==> config.mk <==
export PLATFORM = sky130hd
export DESIGN_NAME = tdm_demux_flat
export DESIGN_NICKNAME = d
export VERILOG_FILES = /design/src/rtl/tdm_demux_if.sv /design/src/rtl/tdm_demux.sv /design/src/flat_wrapper.sv
export SDC_FILE = /design/constraint.sdc
export NUM_CORES = 1
export LEC_CHECK = 0
export ABC_AREA = 1
export CAP_MARGIN = 10
export CELL_PAD_IN_SITES_DETAIL_PLACEMENT = 0
export CELL_PAD_IN_SITES_GLOBAL_PLACEMENT = 1
export CORE_UTILIZATION = 45
export CTS_BUF_LIST = sky130_fd_sc_hd__clkbuf_2
export DETAILED_ROUTE_END_ITERATION = 10
export GPL_TIMING_DRIVEN = 0
export PLACE_DENSITY = 0.92
export SYNTH_ARGS = -nofsm -noshare
export SYNTH_HDL_FRONTEND = slang
export SYNTH_SLANG_ARGS = --single-unit
==> constraint.sdc <==
create_clock -name clk -period 2.1 [get_ports clk]
set_input_delay 0.63 -clock clk [delete_from_list [all_inputs] [get_ports clk]]
set_output_delay 0.63 -clock clk [all_outputs]
set_load 0.1 [all_outputs]
==> src/rtl/tdm_demux_if.sv <==
// Serial TDM link bundle: serial line in, parallel channel registers and status strobes out.
// master drives the serial side; slave is the demultiplexer.
interface tdm_demux_if #(
  parameter int unsigned NUM_CH = 4,
  parameter int unsigned SLOT_W = 8
);
  logic                       ser_in;
  logic                       ser_vld;
  logic                       fsync;
  logic [NUM_CH*SLOT_W-1:0]   ch_data;
  logic [NUM_CH-1:0]          ch_valid;
  logic                       frame_done;
  logic                       sync_err;
  logic                       locked;

  modport master (
    output ser_in, ser_vld, fsync,
    input  ch_data, ch_valid, frame_done, sync_err, locked
  );

  modport slave (
    input  ser_in, ser_vld, fsync,
    output ch_data, ch_valid, frame_done, sync_err, locked
  );
endinterface

==> src/rtl/tdm_demux.sv <==
// Receive-side TDM demultiplexer: rebuilds NUM_CH MSB-first slots per frame from one serial
// line, with frame-sync hunting, error detection and lock tracking.
module tdm_demux #(
  parameter int unsigned NUM_CH = 4,
  parameter int unsigned SLOT_W = 8
) (
  input  logic        clk,
  input  logic        rst_n,
  tdm_demux_if.slave  bus
);

  localparam int unsigned BitCntW  = $clog2(SLOT_W + 1);
  localparam int unsigned SlotCntW = $clog2(NUM_CH);

  typedef enum logic [0:0] {StHunt, StRecv} state_e;

  state_e                   state_q, state_d;
  logic [SLOT_W-1:0]        shift_q, shift_d;
  logic [BitCntW-1:0]       bit_cnt_q, bit_cnt_d;
  logic [SlotCntW-1:0]      slot_cnt_q, slot_cnt_d;
  logic                     expect_sync_q, expect_sync_d;
  logic [NUM_CH*SLOT_W-1:0] ch_data_q, ch_data_d;
  logic [NUM_CH-1:0]        ch_valid_q, ch_valid_d;
  logic                     frame_done_q, frame_done_d;
  logic                     sync_err_q, sync_err_d;
  logic                     locked_q, locked_d;

  always_comb begin
    state_d       = state_q;
    shift_d       = shift_q;
    bit_cnt_d     = bit_cnt_q;
    slot_cnt_d    = slot_cnt_q;
    expect_sync_d = expect_sync_q;
    ch_data_d     = ch_data_q;
    ch_valid_d    = '0;
    frame_done_d  = 1'b0;
    sync_err_d    = 1'b0;
    locked_d      = locked_q;

    if (bus.ser_vld) begin
      unique case (state_q)
        StHunt: begin
          if (bus.fsync) begin
            shift_d       = {{(SLOT_W-1){1'b0}}, bus.ser_in};
            bit_cnt_d     = BitCntW'(1);
            slot_cnt_d    = '0;
            expect_sync_d = 1'b0;
            state_d       = StRecv;
          end
        end
        StRecv: begin
          if (expect_sync_q && !bus.fsync) begin
            // Missing frame marker: drop the bit and go re-acquire.
            sync_err_d    = 1'b1;
            locked_d      = 1'b0;
            expect_sync_d = 1'b0;
            bit_cnt_d     = '0;
            slot_cnt_d    = '0;
            shift_d       = '0;
            state_d       = StHunt;
          end else if (bus.fsync) begin
            // Reaching expect_sync implies a full error-free frame just completed.
            sync_err_d    = !expect_sync_q;
            locked_d      = expect_sync_q;
            shift_d       = {{(SLOT_W-1){1'b0}}, bus.ser_in};
            bit_cnt_d     = BitCntW'(1);
            slot_cnt_d    = '0;
            expect_sync_d = 1'b0;
          end else begin
            shift_d = {shift_q[SLOT_W-2:0], bus.ser_in};
            if (bit_cnt_q == BitCntW'(SLOT_W - 1)) begin
              for (int unsigned k = 0; k < NUM_CH; k++) begin
                if (slot_cnt_q == SlotCntW'(k)) begin
                  ch_data_d[k*SLOT_W +: SLOT_W] = shift_d;
                  ch_valid_d[k]                 = 1'b1;
                end
              end
              bit_cnt_d = '0;
              if (slot_cnt_q == SlotCntW'(NUM_CH - 1)) begin
                slot_cnt_d    = '0;
                frame_done_d  = 1'b1;
                expect_sync_d = 1'b1;
              end else begin
                slot_cnt_d = slot_cnt_q + SlotCntW'(1);
              end
            end else begin
              bit_cnt_d = bit_cnt_q + BitCntW'(1);
            end
          end
        end
        default: state_d = StHunt;
      endcase
    end
  end

  always_ff @(posedge clk or negedge rst_n) begin
    if (!rst_n) begin
      state_q       <= StHunt;
      shift_q       <= '0;
      bit_cnt_q     <= '0;
      slot_cnt_q    <= '0;
      expect_sync_q <= 1'b0;
      ch_data_q     <= '0;
      ch_valid_q    <= '0;
      frame_done_q  <= 1'b0;
      sync_err_q    <= 1'b0;
      locked_q      <= 1'b0;
    end else begin
      state_q       <= state_d;
      shift_q       <= shift_d;
      bit_cnt_q     <= bit_cnt_d;
      slot_cnt_q    <= slot_cnt_d;
      expect_sync_q <= expect_sync_d;
      ch_data_q     <= ch_data_d;
      ch_valid_q    <= ch_valid_d;
      frame_done_q  <= frame_done_d;
      sync_err_q    <= sync_err_d;
      locked_q      <= locked_d;
    end
  end

  assign bus.ch_data    = ch_data_q;
  assign bus.ch_valid   = ch_valid_q;
  assign bus.frame_done = frame_done_q;
  assign bus.sync_err   = sync_err_q;
  assign bus.locked     = locked_q;

endmodule

==> src/flat_wrapper.sv <==
// flat-port wrapper written by rule: the top's interface ports become plain ports
module tdm_demux_flat 
#(
  parameter int unsigned NUM_CH = 4,
  parameter int unsigned SLOT_W = 8
)
  (clk, rst_n, bus_ser_in, bus_ser_vld, bus_fsync, bus_ch_data, bus_ch_valid, bus_frame_done, bus_sync_err, bus_locked);
  tdm_demux_if #(.NUM_CH(NUM_CH), .SLOT_W(SLOT_W)) bus_i ();
  input  logic clk;
  input  logic rst_n;
  input wire logic [$bits(bus_i.ser_in)-1:0] bus_ser_in;
  input wire logic [$bits(bus_i.ser_vld)-1:0] bus_ser_vld;
  input wire logic [$bits(bus_i.fsync)-1:0] bus_fsync;
  output wire logic [$bits(bus_i.ch_data)-1:0] bus_ch_data;
  output wire logic [$bits(bus_i.ch_valid)-1:0] bus_ch_valid;
  output wire logic [$bits(bus_i.frame_done)-1:0] bus_frame_done;
  output wire logic [$bits(bus_i.sync_err)-1:0] bus_sync_err;
  output wire logic [$bits(bus_i.locked)-1:0] bus_locked;
  assign bus_i.ser_in = bus_ser_in;
  assign bus_i.ser_vld = bus_ser_vld;
  assign bus_i.fsync = bus_fsync;
  assign bus_ch_data = bus_i.ch_data;
  assign bus_ch_valid = bus_i.ch_valid;
  assign bus_frame_done = bus_i.frame_done;
  assign bus_sync_err = bus_i.sync_err;
  assign bus_locked = bus_i.locked;
  tdm_demux #(.NUM_CH(NUM_CH), .SLOT_W(SLOT_W)) u_core (.clk(clk), .rst_n(rst_n), .bus(bus_i));
endmodule
# After elaboration in Yosys (flattened, before gate mapping)
# Cells that the tools add are included.
dict set report op_classes {
  order_cmp 0
  add_sub_neg 2
  div_mod_pow 0
  n_mux 44
  eq_ne 7
  shift 0
  bitwise 3
  mul 0
  n_reduce_logical 13
}
# op n
set ops {}
lappend ops {{$mux W4} 9}
lappend ops {{$reduce_and A6 Y1} 4}
lappend ops {{$mux W1} 22}
lappend ops {{$mux W7} 3}
lappend ops {{$pmux W7 S2} 1}
lappend ops {{$mux W2} 5}
lappend ops {{$ne A4 B4 Y1 const B} 2}
lappend ops {{$pmux W4 S2} 1}
lappend ops {{$reduce_and A3 Y1} 2}
lappend ops {{$add A4 B1 Y4 const B} 1}
lappend ops {{$eq A2 B2 Y1 const B} 2}
lappend ops {{$eq A4 B3 Y1 const B} 1}
lappend ops {{$pmux W1 S2} 2}
lappend ops {{$pmux W2 S2} 1}
lappend ops {{$reduce_and A4 Y1} 1}
lappend ops {{$not A1 Y1} 3}
lappend ops {{$add A2 B1 Y2 const B} 1}
lappend ops {{$eq A2 B1 Y1 const B} 1}
lappend ops {{$logic_not A1 Y1} 2}
lappend ops {{$logic_not A2 Y1} 1}
lappend ops {{$ne A2 B2 Y1 const B} 1}
lappend ops {{$reduce_and A2 Y1} 1}
lappend ops {{$reduce_bool A2 Y1} 1}
lappend ops {{$logic_and A1 B1 Y1} 1}
dict set report word_totals {
  out_inout_bits 39
  mem_bits_ro 0
  ramBits 0
  latch_bits 0
  ff_bits 54
  mem_count 0
  wordCells 82
  inputBits 5
}

# Depth between registers and ports, before layout
# Gate-level depths: netlist of the first run.
dict set report depth {
  depth_word 7
  ltp_mapped 8
  ltp_nobuf 8
}

# Worst setup path before layout of the first run
# No wires, ideal clock.
dict set report synth_timing {
  path_kind {register to output}
  from {register u_core.ch_valid_q[3], in the netlist u_core.bus.ch_valid[3]}
  to {output bus_ch_valid[3]}
  arrival_ps 1324
  n_path_buf 1
  required_time_ps 1470
  path_slack_ps 146
  stages_incl_launch_ff 2
  cell_sequence {dfrtp_1 > buf_4}
}
# item line
set synth_rtl {}
lappend synth_rtl {{start, declared} tdm_demux.sv:23} ;# logic [NUM_CH-1:0] ch_valid_q, ch_valid_d;
lappend synth_rtl {{start signal, assigned} tdm_demux.sv:115} ;# ch_valid_q <= ch_valid_d;
lappend synth_rtl {{end, declared} flat_wrapper.sv:15} ;# output wire logic [$bits(bus_i.ch_valid)-1:0] bus_ch_valid;
# No word-level cell between the ends.

# Final worst setup path of the first run
dict set report layout_timing {
  from {register u_core.ch_data_q[28], in the netlist u_core.bus.ch_data[28]}
  to {output bus_ch_data[28]}
}
# item line
set layout_rtl {}
lappend layout_rtl {{start, declared} tdm_demux.sv:22} ;# logic [NUM_CH*SLOT_W-1:0] ch_data_q, ch_data_d;
lappend layout_rtl {{start signal, assigned} tdm_demux.sv:114} ;# ch_data_q <= ch_data_d;
lappend layout_rtl {{end, declared} flat_wrapper.sv:14} ;# output wire logic [$bits(bus_i.ch_data)-1:0] bus_ch_data;
# No word-level cell between the ends.

==> results.md, run 1 <==
- GR Util All Layers: 19.1%
- Worst-path clk slew: around 0.26 ns
- Met2 usage: 30.2%
- Fmax: 488 MHz
- Share of the synthesized area in the top cell type: 56.4%
- Layout cell share with drive strength beyond 1: 35.2%
- Crit share post-route: 97.5%
- Post-CTS Setup Repair Bufs: 0
- Grt ovf: 0
- Met3 Resource Use GR: 3.79%
- Dpl cells: 332
- DIE AREA: 5520 um2
- Syn_nets: about 230
- Kind of cell adding the most delay to the critical path: buffers and inverters
- Fin Hold WS: 0.0209 ns
- Min cycle time layout: slightly above 2 ns
- CTS tree: yes
- Clock Skews: 0.0292 ns
- Worst Setup Path Type: reg -> out
- Avg Inst Size Synth: around 11 um2
- Area Growth Syn to Fin: 22.4%
- Initial DRC count: 97
- Final net count: 285
- DRC viols: 0
- IO Port Bufs: 43
- CP Max Fanout: 2
- CP arrival: 1.42 ns
- Die width: around 74 um
- Row count: 25
- Worst-Margin Slew: 0.548 ns
- Vias/cell: 4.85
- Via count: 1650
- First-pass GRT wire length: 7690 um
- Crit end category: output port
- Slew HR: 63.6%
- DR pass1 iterations: 4
- Unrepaired setup endpoints after global routing: false
- Lkg Pwr: 1.41 nW
- Initial antenna violation count: 0
- Layout Cells excl Fill: 340
- Slowest stage cell, crit path: clkdlybuf4s18_2
- Worst-skew pair later-pin latency: approximately 0.45 ns
- Worst setup SP type: register
- Post-synthesis cell type count: 23
- Clock tree buffer depth: 2
- Post-synthesis sequential area ratio: 56.4%
- Maximum VDD drop: 0.270 mV
- Slew Limit Fails: 0
- Root Buffer: clkbuf_2
- Sink Count: 53
- Post-synthesis cell count: 221
- I/O pin count: 44
- Dominant cells by area after synthesis: dfrtp_1 (56%), nand2_1 (9.1%), o21ai_2 (8.9%)
- Ant diodes: 0
- Placeable core area: approximately 4900 um2
- Gpl congestion: 0.788
- WP buf/inv: 1
- Met1 Usage GRT: 26.2%
- Final setup fails: 0
- HPWL after DPL: 3210 um
- Synth Cell Area: 2350 um2
- Initial Utilization: about half
- Post-Route WL: 4560 um
- DIE HEIGHT: 74.3 um
- Max-cap viol count: 0
- Worst hold path class: in -> async
- Inserted Clock Buffers: 5
- PD cells: 719 nW/um2
- Vias in the first global route: around 1.6k
- Worst-path cell chain: clkdlybuf4s18_2
- Status: finished clean
- Most common cell after layout, fill and taps aside: nand2_1
- Post-synth top area cell: dfrtp_1
- Total power: between 2 and 2.5 mW
- Routed Antenna Nets: 0
- Hold buffers post-CTS: 0
- H-tree levels: 2
- Post_cts resized: roughly 120
- Hold Vio Cnt, Final: 0
- Largest net degree at the start of global routing: 43
- GRT busiest layer: met2
- Most frequent cells in the layout: nand2_1 (57), dfrtp_1 (53), o21ai_2 (24)
- Crit path required time: 1.47 ns
- Critical Path Max Stage Delay: 0.54 ns
- Routed wire length per instance: 13.4 um
- Seq cells post-synth: 53
- YS warnings: 0
-- cell type report --
| class | instances | area [um2] |
|---|---|---|
| plain buffers | 7 | 65.1 |
| clock buffers | 6 | 30.0 |
| clock inverters | 2 | 38.8 |
| fillers | 449 | 2000 |
| inverters | 22 | 86.3 |
| multi-input cells | 139 | 875 |
| flip-flops and latches | 53 | 1330 |
| well taps | 67 | 83.8 |
| repair buffers | 44 | 375 |
-- flip-flops by register name (all words and copies together) (netlist names) --
name	count
u_core.bus.ch_data	32
u_core.shift_q	7
u_core.bit_cnt_q	4
u_core.bus.ch_valid	4
u_core.slot_cnt_q	2
u_core.bus.locked	1
u_core.bus.sync_err	1
u_core.expect_sync_q	1
u_core.state_q	1
-- cell families after synthesis --
logic type	count (synthesis)	synth area share, %
buffers and inverters	29	6.44
adders and majority gates	8	4.26
DFF	53	56.4
and+or+nand+nor	87	19.3
AOI/OAI and AO/OA	44	13.6
-- cell usage after synthesis --
master,n
buf_2,1
buf_4,2
buf_6,4
clkinv_2,1
dfrtp_1,53
ha_1,8
inv_1,20
inv_4,1
nand2_1,57
nand2_2,3
nand2_4,2
nand2_8,1
nand3_1,4
nand4_1,1
nand4_2,1
nand4_4,3
nor2_1,11
nor2_2,2
nor2_4,2
o21ai_0,2
o21ai_1,10
o21ai_2,24
o22ai_1,8
-- layer usage --
layer  up-vias  wire, um  part of all wire (%)
met4         0        73                   1.6
met1       787      2170                    48
met2        33      2150                    47
met5         -         0                     0
li1        823         -                     -
met3         7       163                   3.6
-- power by group --
part | total, mW | internal [mW] | leakage [nW] | switching, mW
Sequential | 1.12 | 1.08 | 0.730 | 0.0431
Combinational | 0.426 | 0.108 | 0.640 | 0.317
Clock | 0.524 | 0.208 | 0.0432 | 0.316
-- worst paths after layout --
| check | slack, ns | from | cells past startpoint | end |
|---|---|---|---|---|
| hold / removal | 0.02 | rst_n | 1 | u_core.expect_sync_q |
| max in group asynchronous | 1.56 | rst_n | 2 | u_core.bus.ch_data[30] |
| hold reg to reg | 0.52 | u_core.bus.ch_data[4] | 2 | u_core.bus.ch_data[4] |
| setup / recovery | 0.05 | u_core.bus.ch_data[28] | 1 | bus_ch_data[28] |
| setup reg to reg | 0.51 | u_core.expect_sync_q | 8 | u_core.bus.ch_data[21] |
| min in group clk | 0.52 | u_core.bus.ch_data[4] | 2 | u_core.bus.ch_data[4] |
-- through the flow --
step / instance area [um2] / setup WS [ns] / setup TNS (ns) / utilization, %
global route: 2880 / 0.000543 / 0 / 59.0
floorplan: 2350 / 0.146 / 0 / -
CTS: 3000 / 0.00846 / 0 / 61.4
detailed placement: 2880 / -0.361 / -11.92 / 59.1
finish: 2880 / 0.0528 / 0 / 59.0
global placement: 2870 / -1.13 / -70.11 / 58.7
Power figures use the tool's default switching activity.
==> run 2: changes to the inputs <==
- CAP_MARGIN: 10 -> unset
- CORE_ASPECT_RATIO: unset -> 0.8
==> results.md, run 2 (synthesis gave the netlist of run 1 again) <==
- WP buf/inv: 1
- Initial DRC count: 99
- DP Area: ~2900 um2
- Fmax: 493 MHz
- PD cells: 707 nW/um2
- Crit path required time: 1.47 ns
- Largest net degree at the start of global routing: 31
- Hold buffers post-CTS: 0
- Post-Route WL: 4700 um
- Layout cell share with drive strength beyond 1: 34.8%
- Worst hold path class: in -> async
- Most frequent cells in the layout: nand2_1 (57), dfrtp_1 (53), o21ai_2 (24)
- Vias/cell: 4.94
- DRC viols: 0
- Worst-skew pair later-pin latency: 0.42 ns
- GR Util All Layers: roughly 18%
- I/O pin count: 44
- Initial antenna violation count: 0
- Worst Setup Path Type: reg -> out
- Slew Limit Fails: 0
- Unrepaired setup endpoints after global routing: false
- Worst-path clk slew: roughly 0.25 ns
- Status: finished clean
- Max-cap viol count: 0
- Grt ovf: 0
- Sink Count: 53
- HPWL after DPL: about 3400 um
- Worst setup SP type: register
- Min cycle time layout: 2.03 ns
- Via count: 1655
- Worst-Margin Slew: ~0.57 ns
- Final setup fails: 0
- Root Buffer: clkbuf_2
- Ant diodes: 0
- CP arrival: 1.40 ns
- Crit end category: output port
- Crit share post-route: 96.6%
- DR pass1 iterations: 4
- Final net count: 285
- Design area: just under 3000 um2
- Most common cell after layout, fill and taps aside: nand2_1
- Die width: 82.8 um
- Routed wire length per instance: 14.0 um
- Kind of cell adding the most delay to the critical path: buffers and inverters
- Slowest stage cell, crit path: clkdlybuf4s15_2
- Clock tree buffer depth: 2
- CTS tree: yes
- Clock Skews: around 0.0058 ns
- Lkg Pwr: 1.39 nW
- DIE AREA: about 5500 um2
- Initial Utilization: 47.0%
- Total power: 2.06 mW
- Hold Vio Cnt, Final: 0
- CP Max Fanout: 2
- First-pass GRT wire length: 7690 um
- IO Port Bufs: 43
- Placeable core area: 5010 um2
- H-tree levels: 2
- Worst-path cell chain: clkdlybuf4s15_2
- Fin util: 58.1%
- Vias in the first global route: 1536
- DIE HEIGHT: 66.7 um
- Row count: 23
- Largest register FFs: 32
- Slew HR: between 60% and 70%
- Inserted Clock Buffers: 5
- Gpl congestion: 0.793
- Routed Antenna Nets: 0
- Area Growth Syn to Fin: 23.7%
- Critical Path Max Stage Delay: 0.56 ns
- Maximum VDD drop: 0.361 mV
## run 2: cell types whose count changed in the layout (fill, tap and decap cells not counted)
cell             change
clkdlybuf4s18_2      -8
clkbuf_2             -1
clkinv_4             -1
clkinv_1             +1
buf_4                -1
clkdlybuf4s15_2     +13
clkinvlp_4           +1
buf_2                -4
## run 2: stage by stage
step | hold slack (ns) | setup WS [ns] | TNS [ns] | instances
6_report | 0.155 | 0.0715 | 0 | 335
5_1_grt | 0.134 | 0.00189 | 0 | 335
4_1_cts | 0.147 | 0.00295 | 0 | 335
3_5_place_dp | 0.469 | -0.357 | -10.89 | 327
3_3_place_gp | 0.465 | -1.18 | -72.58 | 326
2_1_floorplan | 0.334 | 0.146 | 0 | 221
## run 2: what timing repair did
action	CTS	global route
endpoints found under the setup margin	39	20
buffers inserted	0	0
cloned	0	0
resized for setup	117	31
## run 2: final timing paths
path	slack, ns	cells past startpoint	end	start
hold reg to reg	0.51	2	u_core.bus.ch_data[5]	u_core.bus.ch_data[5]
setup / recovery	0.07	1	bus_ch_data[8]	u_core.bus.ch_data[8]
min in group clk	0.51	2	u_core.bus.ch_data[5]	u_core.bus.ch_data[5]
setup reg to reg	0.43	7	u_core.bus.ch_data[21]	u_core.bit_cnt_q[0]
max in group asynchronous	1.39	2	u_core.bus.ch_data[3]	rst_n
hold / removal	0.16	1	u_core.bus.ch_data[22]	rst_n
## run 2: final cells by class
type | count | area, um2
Inverter | 22 | 86.3
Multi-Input combinational cell | 139 | 875
Buffer | 7 | 65.1
Tap cell | 62 | 77.6
Clock inverter | 3 | 41.3
Timing Repair Buffer | 44 | 414
Fill cell | 463 | 2100
Clock buffer | 5 | 25.0
Sequential cell | 53 | 1330
## run 2: per-layer routing
layer / track usage, % / up-vias / part of all wire, %
li1: - / 816 / -
met1: 25.8 / 789 / 49
met2: 28.8 / 48 / 47
met3: 3.10 / 2 / 4.5
met4: 4.09 / 0 / 0.30
met5: 0 / - / 0
## run 2: where the power goes
group / leakage [nW] / switching, mW / internal, mW / total, mW
registers: 0.730 / 0.0434 / 1.08 / 1.12
logic: 0.626 / 0.318 / 0.108 / 0.426
clock network: 0.0366 / 0.313 / 0.197 / 0.510
